## config.mk

```make
export PLATFORM = sky130hd
export DESIGN_NAME = adc_dac_scaler
export DESIGN_NICKNAME = d
export VERILOG_FILES = /design/src/rtl/spgd_pkg.sv /design/src/rtl/dac_scale_ch.sv /design/src/rtl/adc_dac_scaler.sv
export SDC_FILE = /design/constraint.sdc
export NUM_CORES = 2
export LEC_CHECK = 0
export CAP_MARGIN = 0
export CORE_MARGIN = 4
export CORE_UTILIZATION = 60
export DETAILED_ROUTE_END_ITERATION = 6
export DONT_BUFFER_PORTS = 1
export GPL_TIMING_DRIVEN = 0
export HOLD_SLACK_MARGIN = 0.08
export PLACE_DENSITY = 0.79
export SYNTH_ARGS = -nofsm -noshare
export SYNTH_HDL_FRONTEND = slang
export SYNTH_HIERARCHICAL = 1
export SYNTH_SLANG_ARGS = --single-unit
```

## constraint.sdc

```tcl
create_clock -name ADC_CLK -period 9.9 [get_ports ADC_CLK]
set_input_delay 1.485 -clock ADC_CLK [delete_from_list [all_inputs] [get_ports ADC_CLK]]
set_output_delay 1.485 -clock ADC_CLK [all_outputs]
set_load 0.01 [all_outputs]
```

## src/rtl/spgd_pkg.sv

```systemverilog
// Shared definitions for the SPGD ADC-to-DAC conditioning path.
//   state_t    : accumulator FSM states
//   COEF_FRAC  : default number of fractional bits in gain/offset
//   COEF_ONE   : unity gain in the default Q format
//   rnd_width(): width of the rounded (pre-clamp) result of the scale slice
package spgd_pkg;

  typedef enum logic {
    IDLE  = 1'b0,
    ACCUM = 1'b1
  } state_t;

  localparam int          COEF_FRAC = 24;
  localparam int unsigned COEF_ONE  = 32'd1 << COEF_FRAC;

  // Product is adc_w+coef_w bits, plus one guard bit for the offset add;
  // dropping the fraction leaves the integer part that the clamp inspects.
  function automatic int rnd_width(input int adc_w, input int coef_w,
                                   input int coef_frac);
    return adc_w + coef_w + 1 - coef_frac;
  endfunction

endpackage

```

## src/rtl/dac_scale_ch.sv

```systemverilog
// One DAC channel of the scale path: multiply, offset, round, saturate.
//   clk, rst   : clock, async active-high reset
//   stg_en[0]  : avg/gain/offset valid -> capture product (S1)
//   stg_en[1]  : product valid -> add offset and round (S2)
//   stg_en[2]  : rounded value valid -> clamp and update code/sat (S3)
//   avg        : signed block average
//   gain       : signed Q gain, COEF_FRAC fractional bits
//   offset     : signed offset in DAC LSBs, same Q format
//   code, sat  : unsigned DAC code and clamp flag, held between updates
module dac_scale_ch
  import spgd_pkg::*;
#(
  parameter int ADC_WIDTH    = 12,
  parameter int DAC_WIDTH    = 14,
  parameter int COEF_WIDTH   = 32,
  parameter int COEF_FRAC    = spgd_pkg::COEF_FRAC,
  parameter int DAC_RST_CODE = 8192
) (
  input  logic                         clk,
  input  logic                         rst,
  input  logic [2:0]                   stg_en,
  input  logic signed [ADC_WIDTH-1:0]  avg,
  input  logic signed [COEF_WIDTH-1:0] gain,
  input  logic signed [COEF_WIDTH-1:0] offset,
  output logic [DAC_WIDTH-1:0]         code,
  output logic                         sat
);

  localparam int P_W = ADC_WIDTH + COEF_WIDTH;
  localparam int S_W = P_W + 1;
  localparam int R_W = rnd_width(ADC_WIDTH, COEF_WIDTH, COEF_FRAC);

  // Adding half an LSB before the arithmetic shift gives round-half-up.
  localparam logic signed [S_W-1:0] HALF     = S_W'(1) << (COEF_FRAC - 1);
  localparam logic signed [R_W-1:0] CODE_MAX = R_W'((1 << DAC_WIDTH) - 1);

  logic signed [P_W-1:0]        prod_q;
  logic signed [COEF_WIDTH-1:0] off_q;
  logic signed [S_W-1:0]        sum_rnd;
  logic signed [R_W-1:0]        rnd_q;

  assign sum_rnd = S_W'(prod_q) + S_W'(off_q) + HALF;

  always_ff @(posedge clk or posedge rst) begin
    if (rst) begin
      prod_q <= '0;
      off_q  <= '0;
      rnd_q  <= '0;
      code   <= DAC_WIDTH'(DAC_RST_CODE);
      sat    <= 1'b0;
    end else begin
      // S1: offset travels with the product so a later coefficient swap
      // cannot reach into a result already in flight.
      if (stg_en[0]) begin
        prod_q <= P_W'(avg) * P_W'(gain);
        off_q  <= offset;
      end
      // S2: offset add and round; upper bits after the shift are sign copies.
      if (stg_en[1])
        rnd_q <= R_W'(sum_rnd >>> COEF_FRAC);
      // S3: clamp into the unsigned DAC range.
      if (stg_en[2]) begin
        if (rnd_q[R_W-1]) begin
          code <= '0;
          sat  <= 1'b1;
        end else if (rnd_q > CODE_MAX) begin
          code <= '1;
          sat  <= 1'b1;
        end else begin
          code <= rnd_q[DAC_WIDTH-1:0];
          sat  <= 1'b0;
        end
      end
    end
  end

endmodule

```

## src/rtl/adc_dac_scaler.sv

```systemverilog
// ADC-to-DAC conditioning path for the SPGD loop.
// Boxcar-averages 2^LOG2_SAMPS signed ADC samples, then scales and offsets
// the average per channel, rounds and saturates into unsigned DAC codes.
//   ADC_CLK, RST  : clock, async active-high reset
//   ADC_DATA_IN   : signed sample, one per clock while EN is high
//   EN            : accumulate while high; dropping it mid-block aborts
//   GAIN, OFFSET  : per-channel signed Q coefficients, ch0 in LSBs
//   COEF_LOAD     : capture GAIN/OFFSET into shadow registers
//   DAC_CODE_OUT  : per-channel codes, ch0 in LSBs
//   DAC_VALID     : one-cycle strobe with each new set of codes
//   SAT           : per-channel clamp flags for the current codes
//   BUSY          : block accumulation in progress
module adc_dac_scaler
  import spgd_pkg::*;
#(
  parameter int ADC_WIDTH    = 12,
  parameter int DAC_WIDTH    = 14,
  parameter int LOG2_SAMPS   = 10,
  parameter int COEF_WIDTH   = 32,
  parameter int COEF_FRAC    = spgd_pkg::COEF_FRAC,
  parameter int NUM_CH       = 2,
  parameter int DAC_RST_CODE = 8192
) (
  input  logic                           ADC_CLK,
  input  logic                           RST,
  input  logic [ADC_WIDTH-1:0]           ADC_DATA_IN,
  input  logic                           EN,
  input  logic [NUM_CH*COEF_WIDTH-1:0]   GAIN,
  input  logic [NUM_CH*COEF_WIDTH-1:0]   OFFSET,
  input  logic                           COEF_LOAD,
  output logic [NUM_CH*DAC_WIDTH-1:0]    DAC_CODE_OUT,
  output logic                           DAC_VALID,
  output logic [NUM_CH-1:0]              SAT,
  output logic                           BUSY
);

  localparam int ACC_W  = ADC_WIDTH + LOG2_SAMPS;
  localparam int STAGES = 3;

  // Package unity gain rescaled to this instance's fraction width.
  localparam logic [COEF_WIDTH-1:0] GAIN_ONE =
    (COEF_FRAC >= spgd_pkg::COEF_FRAC)
      ? COEF_WIDTH'(COEF_ONE) << (COEF_FRAC - spgd_pkg::COEF_FRAC)
      : COEF_WIDTH'(COEF_ONE) >> (spgd_pkg::COEF_FRAC - COEF_FRAC);

  state_t                          state_q, state_d;
  logic [LOG2_SAMPS-1:0]           cnt_q, cnt_d;
  logic signed [ACC_W-1:0]         acc_q, acc_d, acc_sum;
  logic                            take, last;
  logic signed [ADC_WIDTH-1:0]     avg_q;
  logic [STAGES:0]                 vld_pipe;
  logic [NUM_CH-1:0][COEF_WIDTH-1:0] gain_sh, off_sh, gain_act, off_act;
  logic [NUM_CH-1:0][DAC_WIDTH-1:0]  code;

  // Running sum including the sample on the bus this cycle, so the final
  // sample of a block feeds the average on the same edge it is taken.
  assign acc_sum = acc_q + ACC_W'($signed(ADC_DATA_IN));

  always_comb begin
    state_d = state_q;
    acc_d   = acc_q;
    cnt_d   = cnt_q;
    take    = 1'b0;
    last    = 1'b0;
    case (state_q)
      IDLE: begin
        if (EN) begin
          take    = 1'b1;
          state_d = ACCUM;
        end
      end
      ACCUM: begin
        if (EN) begin
          take = 1'b1;
        end else begin
          // Abort: the partial block is thrown away.
          state_d = IDLE;
          acc_d   = '0;
          cnt_d   = '0;
        end
      end
      default: state_d = IDLE;
    endcase
    last = take && (cnt_q == '1);
    if (take) begin
      if (last) begin
        acc_d = '0;
        cnt_d = '0;
      end else begin
        acc_d = acc_sum;
        cnt_d = cnt_q + 1'b1;
      end
    end
  end

  always_ff @(posedge ADC_CLK or posedge RST) begin
    if (RST) begin
      state_q <= IDLE;
      acc_q   <= '0;
      cnt_q   <= '0;
    end else begin
      state_q <= state_d;
      acc_q   <= acc_d;
      cnt_q   <= cnt_d;
    end
  end

  // Coefficients reach the datapath only alongside a freshly latched
  // average, so a block is always scaled by a single coefficient set.
  always_ff @(posedge ADC_CLK or posedge RST) begin
    if (RST) begin
      gain_sh  <= {NUM_CH{GAIN_ONE}};
      off_sh   <= '0;
      gain_act <= {NUM_CH{GAIN_ONE}};
      off_act  <= '0;
      avg_q    <= '0;
      vld_pipe <= '0;
    end else begin
      if (COEF_LOAD) begin
        gain_sh <= GAIN;
        off_sh  <= OFFSET;
      end
      if (last) begin
        avg_q    <= ADC_WIDTH'(acc_sum >>> LOG2_SAMPS);
        gain_act <= gain_sh;
        off_act  <= off_sh;
      end
      vld_pipe <= {vld_pipe[STAGES-1:0], last};
    end
  end

  for (genvar g = 0; g < NUM_CH; g++) begin : g_ch
    dac_scale_ch #(
      .ADC_WIDTH   (ADC_WIDTH),
      .DAC_WIDTH   (DAC_WIDTH),
      .COEF_WIDTH  (COEF_WIDTH),
      .COEF_FRAC   (COEF_FRAC),
      .DAC_RST_CODE(DAC_RST_CODE)
    ) u_ch (
      .clk   (ADC_CLK),
      .rst   (RST),
      .stg_en(vld_pipe[STAGES-1:0]),
      .avg   (avg_q),
      .gain  (gain_act[g]),
      .offset(off_act[g]),
      .code  (code[g]),
      .sat   (SAT[g])
    );
  end

  assign DAC_CODE_OUT = code;
  assign DAC_VALID    = vld_pipe[STAGES];
  assign BUSY         = (state_q == ACCUM);

endmodule

```

Yosys cells after proc, flatten, opt, wreduce, memory -nomap -nowiden. Index checks and enable logic that the tools add are counted.

RAM bits: 0. Input bits: 144. Logic and storage cells: 55. Flip-flop bits (word level): 529. Memory bits (read-only): 0. Memories kept: 0. Bits in latches: 0.

Reductions and logical operators: 3. Bitwise logic cells: 0. Equality and inequality tests: 2. Shift-type cells: 0. Muxes and demuxes: 17. $add $sub $neg: 6. Div/mod/pow operators: 0. Multipliers: 2. Order comparisons: 2.

Operators by type and width (number): 44-bit by 32-bit adder with 45-bit output (2); 45-bit by 25-bit adder with 45-bit output (second input constant) (2); 12-bit by 32-bit multiplier with 44-bit output (2); 22-bit two-way mux (4); 14-bit two-way mux (4); 21-bit by 15-bit greater-than comparator with 1-bit output (second input constant) (2); 10-bit two-way mux (4); 22-bit by 12-bit adder with 22-bit output (1); 10-bit by 1-bit adder with 10-bit output (second input constant) (1); 10-bit == test (second input constant) (1); 1-bit two-way mux (5); 2-bit by 1-bit inequality test with 1-bit output (second input constant) (1); 2-bit AND reduction (1); 2-bit nonzero test (1); 1-bit logical AND (1).

Depth between registers and ports, before layout.
Word-level depth: 4. Depth in mapped cells: 24. Mapped depth without buffers: 22.

By module. The synthesis kept the hierarchy.

Modules (own cells, without submodules): dac_scale_ch at g_ch[1].u_ch (times used 1, cells an instance 2099, area an instance 19274.7 um^2); dac_scale_ch at g_ch[0].u_ch (times used 1, cells an instance 2053, area an instance 19113.3 um^2); adc_dac_scaler (times used 1, cells an instance 1117, area an instance 12430.7 um^2).

Worst setup path before layout. No wires, ideal clock.

Kind: register to register. Start point: register avg_q[11]. End point: register g_ch[0].u_ch.prod_q[32]. Cell stages (with the launch flop): 23. Buffers on the path: 2. Setup time: 0.125 ns. Setup slack: 3.837 ns. Arrival: 5.938 ns. Cell sequence: dfrtp_1 -> inv_2 -> buf_1 -> nor2_1 -> fa_1 -> fa_1 -> fa_1 -> fa_1 -> inv_1 -> fa_1 -> inv_1 -> ha_1 -> clkbuf_1 -> nand3_1 -> o31ai_1 -> o2111ai_1 -> o21a_1 -> a21boi_0 -> nand3_1 -> nand3_1 -> a31oi_1 -> xnor2_1 -> mux2_2.

Word-level cells in the longest chain between the ends: 1.

Ends and longest elaborated chain: from (decl) (line adc_dac_scaler.sv:50) `logic signed [ADC_WIDTH-1:0] avg_q;`; from (signal assigned) (line adc_dac_scaler.sv:124) `avg_q <= ADC_WIDTH'(acc_sum >>> LOG2_SAMPS);`; 12-bit by 32-bit multiplier with 44-bit output (line dac_scale_ch.sv:55) `prod_q <= P_W'(avg) * P_W'(gain);`; to (signal assigned) (line dac_scale_ch.sv:55); to (decl) (line dac_scale_ch.sv:37) `logic signed [P_W-1:0] prod_q;`.

No other way between the ends. A chain may end at the register's enable or synchronous reset.

Final worst setup path. Ends and elaborated chain as after synthesis.

==> metrics.log <==
[metrics] boundary pin count: 176
[metrics] maximum buffer depth of the clock tree: 3
[metrics] Distinct cells, synth: 93
[metrics] Iteration-0 DRC Markers: 2810
[metrics] most frequent cells in the layout: 1038 x sky130_fd_sc_hd__nand2_1, 845 x sky130_fd_sc_hd__inv_1, 677 x sky130_fd_sc_hd__fa_1
[metrics] count of TritonRoute iterations in the first routing pass: 6
[metrics] post-synth design cell area: 0.05082 sq mm
[metrics] leading register cell type out of synthesis: sky130_fd_sc_hd__dfrtp_1
[metrics] clock sink count: 529
[metrics] flop and latch count out of synthesis: 529
[metrics] routability cong.: 0.9630
[metrics] library cell occupying the most area in the post-synthesis netlist: sky130_fd_sc_hd__fa_1
[metrics] fraction of the yosys area taken by sequential cells: 0.2606
[metrics] clock buffers created by TritonCTS: 58
[metrics] Final Max Slew Viols: 0
[metrics] total DRC errors in the routed layout: 0
[metrics] clock latency at the later pin of the worst-skew pair: 670 ps
[metrics] transition time at the pin with the least slew margin: 1401 ps
[metrics] worst-case headroom to the max-slew limit: 0.06627
[metrics] Yosys top cell area share: 0.2667
[metrics] critical path start-end classification: register to register
[metrics] Post-Place Worst Slack: 2358 ps
[metrics] setup slack of the most critical reg-to-reg path: 2130 ps
[metrics] fraction of final layout cells with drive strength greater than 1: 0.08672
[metrics] via count of the first global-routing pass: 40.48k
[metrics] clock tree from TritonCTS: yes
[metrics] standby leakage power: 28.09 nW
[metrics] clock root cell: sky130_fd_sc_hd__clkbuf_16
[metrics] number of core rows: 106
[metrics] run status: completed
[metrics] Hold-fix buffers, CTS: 0
[metrics] number of hold-slack violations in the final timing report: 0
[metrics] Via-to-Cell Ratio: 5.765
[metrics] wire length of the first global-routing pass: 214500 microns
[metrics] detailed placement HPWL: 105900 microns
[metrics] Setup crit end kind: register
[metrics] fraction of the cycle the final worst path needs: 0.7850
[metrics] number of nets in the layout: 6534
[metrics] number of violations of the max-capacitance limit: 0
[metrics] # H-tree levels: 2
[metrics] final core occ: 0.6509
[metrics] area of the die: 0.08942 sq mm
[metrics] worst min path class: register to register
[metrics] maximum number of pins on one net before global-route repair: 61
[metrics] unrepaired setup endpoints after global routing: no
[metrics] Congestion Overflow GR: 0
[metrics] Avg Cell Area, Syn: 9.645 sq um
[metrics] layout overhead on the synthesized area: 7.354%
[metrics] DR WL/cell: 20.34 microns
[metrics] Mapped Nets: 6464
[metrics] Critical Path Source Type: register
[metrics] fraction of registers with async set/reset: 1.000
[metrics] Final Skew: 42.91 ps
[metrics] highest clock frequency the design can meet: 128.7 MHz
[metrics] post-layout minimum cycle time: 7772 ps
[metrics] initial antenna violation count: 7
[metrics] post-CTS setup repair buffer count: 0
[metrics] Sum Neg Setup Slack: 0 ps
[metrics] required time of the critical path: 10430 ps
[metrics] DIE WIDTH: 299.0 microns
[metrics] total wirelength of the detailed-routed design: 132700 microns
[metrics] overall track demand over capacity in global routing: 0.3051
[metrics] CTS resizes: 0
[metrics] setup violators final: 0
[metrics] maximum vdd drop: 0.0001406 V
[metrics] maximum net fanout on the critical path: 13
[metrics] antenna-violating nets left: 0
[metrics] final setup slack of the worst path: 2128 ps
[metrics] clock edge transition at the registers on the reported setup and hold paths: 60 ps
[metrics] Cells after Synth: 5269
[metrics] worst path arrival time: 8300 ps
[metrics] die height: 299.0 microns
[metrics] main area contributors after synthesis: sky130_fd_sc_hd__fa_1 27%, sky130_fd_sc_hd__dfrtp_1 26%, sky130_fd_sc_hd__ha_1 9.2%
[metrics] initial cell density of the core: 0.6063
[metrics] total via count in the routed design: 37.61k
[metrics] number of port buffers: 0
[metrics] PD cells: 94.70 mW/mm^2
[metrics] most common cell after layout, fill and taps aside: sky130_fd_sc_hd__nand2_1
[metrics] placeable core area: 0.08382 sq mm
[metrics] Synthesis Warnings: 6
[metrics] count of flip-flops with a built-in enable after synthesis: 0
Yosys cell counts, types with 17 or more instances:
cell and count:
sky130_fd_sc_hd__a21o_1 67, sky130_fd_sc_hd__xnor2_1 79, sky130_fd_sc_hd__o21a_1 24, sky130_fd_sc_hd__mux2_2 299
sky130_fd_sc_hd__and2_1 204, sky130_fd_sc_hd__nand3_1 45, sky130_fd_sc_hd__o21ai_0 111, sky130_fd_sc_hd__xor2_1 35
sky130_fd_sc_hd__o211ai_1 17, sky130_fd_sc_hd__and3_1 21, sky130_fd_sc_hd__nand2_1 1038, sky130_fd_sc_hd__inv_1 848
sky130_fd_sc_hd__nand4_1 22, sky130_fd_sc_hd__o31ai_1 21, sky130_fd_sc_hd__fa_1 677, sky130_fd_sc_hd__nor2b_1 17
sky130_fd_sc_hd__a21oi_1 130, sky130_fd_sc_hd__dfrtp_1 523, sky130_fd_sc_hd__nor2_1 205, sky130_fd_sc_hd__clkbuf_1 207
sky130_fd_sc_hd__nand2b_1 31, sky130_fd_sc_hd__a211oi_1 22, sky130_fd_sc_hd__ha_1 374, sky130_fd_sc_hd__nor3_1 20
through the flow:
| stage | std cells | instance area [sq um] | hold slack [ps] | power, W |
|---|---|---|---|---|
| after floorplan | 5269 | 50820 | 370.4 | 0.002741 |
| after global placement | 6403 | 52240 | 383.3 | 0.002830 |
| after detailed placement | 6413 | 52460 | 392.3 | 0.002859 |
| after CTS | 6519 | 54540 | 400.4 | 0.005212 |
| after global routing | 6522 | 54550 | 420.5 | 0.005371 |
| final | 6524 | 54560 | 402.5 | 0.005166 |
worst max-delay path, cell delays in order (launching register included):
cell and delay, ps:
sky130_fd_sc_hd__dfrtp_1 700, sky130_fd_sc_hd__inv_2 470, sky130_fd_sc_hd__buf_1 720, sky130_fd_sc_hd__nor2_1 180, sky130_fd_sc_hd__fa_1 540, sky130_fd_sc_hd__fa_1 530
sky130_fd_sc_hd__fa_1 530, sky130_fd_sc_hd__fa_1 550, sky130_fd_sc_hd__inv_1 60, sky130_fd_sc_hd__fa_1 540, sky130_fd_sc_hd__inv_1 50, sky130_fd_sc_hd__ha_1 260
sky130_fd_sc_hd__clkbuf_1 250, sky130_fd_sc_hd__nand3_1 180, sky130_fd_sc_hd__o31ai_1 260, sky130_fd_sc_hd__o2111ai_1 180, sky130_fd_sc_hd__o21a_1 170, sky130_fd_sc_hd__a21boi_0 550
sky130_fd_sc_hd__nand3_1 240, sky130_fd_sc_hd__nand3_1 130, sky130_fd_sc_hd__a31oi_1 110, sky130_fd_sc_hd__xnor2_1 160, sky130_fd_sc_hd__mux2_2 280
routing by layer:
| layer | track usage | vias up | part of all wire |
|---|---|---|---|
| met2 | 0.5178 | 1490 | 0.49 |
| met4 | 0.1720 | 0 | 0.068 |
| met3 | 0.04490 | 469 | 0.065 |
| li1 | - | 16730 | - |
| met5 | 0 | - | 0 |
| met1 | 0.3767 | 18930 | 0.38 |
area by class of cell:
cell class                 instances  area (sq um)
fill                            6762         29260
buffer                           230         890.9
clock buffer                      83          1737
tap                             1134          1419
inverter                         851          3203
clock inverter                    23         345.3
antenna                            5         12.51
sequential                       529         13250
multi-input combinational       3659         33490
timing repair buffer              10         215.2
state kept, by name, summed over array words and instances, names as in the netlist:
| name | cells |
|---|---|
| off_act | 64 |
| acc_q | 22 |
| avg_q | 12 |
| cnt_q | 10 |
| gain_sh | 64 |
| BUSY | 1 |
| g_ch.u_ch/off_q | 64 |
| g_ch.u_ch/prod_q | 88 |
| gain_act | 64 |
| off_sh | 64 |
| vld_pipe | 4 |
| g_ch.u_ch/rnd_q | 42 |
| g_ch.u_ch/code | 28 |
| g_ch.u_ch/sat | 2 |
path summary, 6_finish.rpt:
| kind | end | cells after the start | start |
|---|---|---|---|
| hold / removal | vld_pipe[1] | 0 | vld_pipe[0] |
| max in group asynchronous | gain_act[24] | 5 | RST |
| setup reg to reg | g_ch[0].u_ch/prod_q[32] | 22 | avg_q[11] |
| setup / recovery | g_ch[0].u_ch/prod_q[32] | 22 | avg_q[11] |
| min in group asynchronous | off_sh[1] | 1 | RST |
| hold reg to reg | vld_pipe[1] | 0 | vld_pipe[0] |
power breakdown:
group	switching [W]	total, W	internal, W
Combinational	0.000289	0.000513	0.000224
Clock	0.000936	0.00234	0.00140
Sequential	0.0000563	0.00231	0.00226
cells by family (layout without fill, tap and decap cells):
kind of cell    count (synthesis)  in the layout  share of synthesized area
other cells                     0              5                          0
simple gates                 1645           1645                     0.1412
xor+xnor                      114            114                    0.01965
buf+inv                      1081           1197                    0.08039
fa+ha+maj                    1051           1051                     0.3588
compound gates                542            542                    0.07145
mux                           307            307                    0.06793
flops                         529            529                     0.2606
Power figures use the tool's default switching activity.
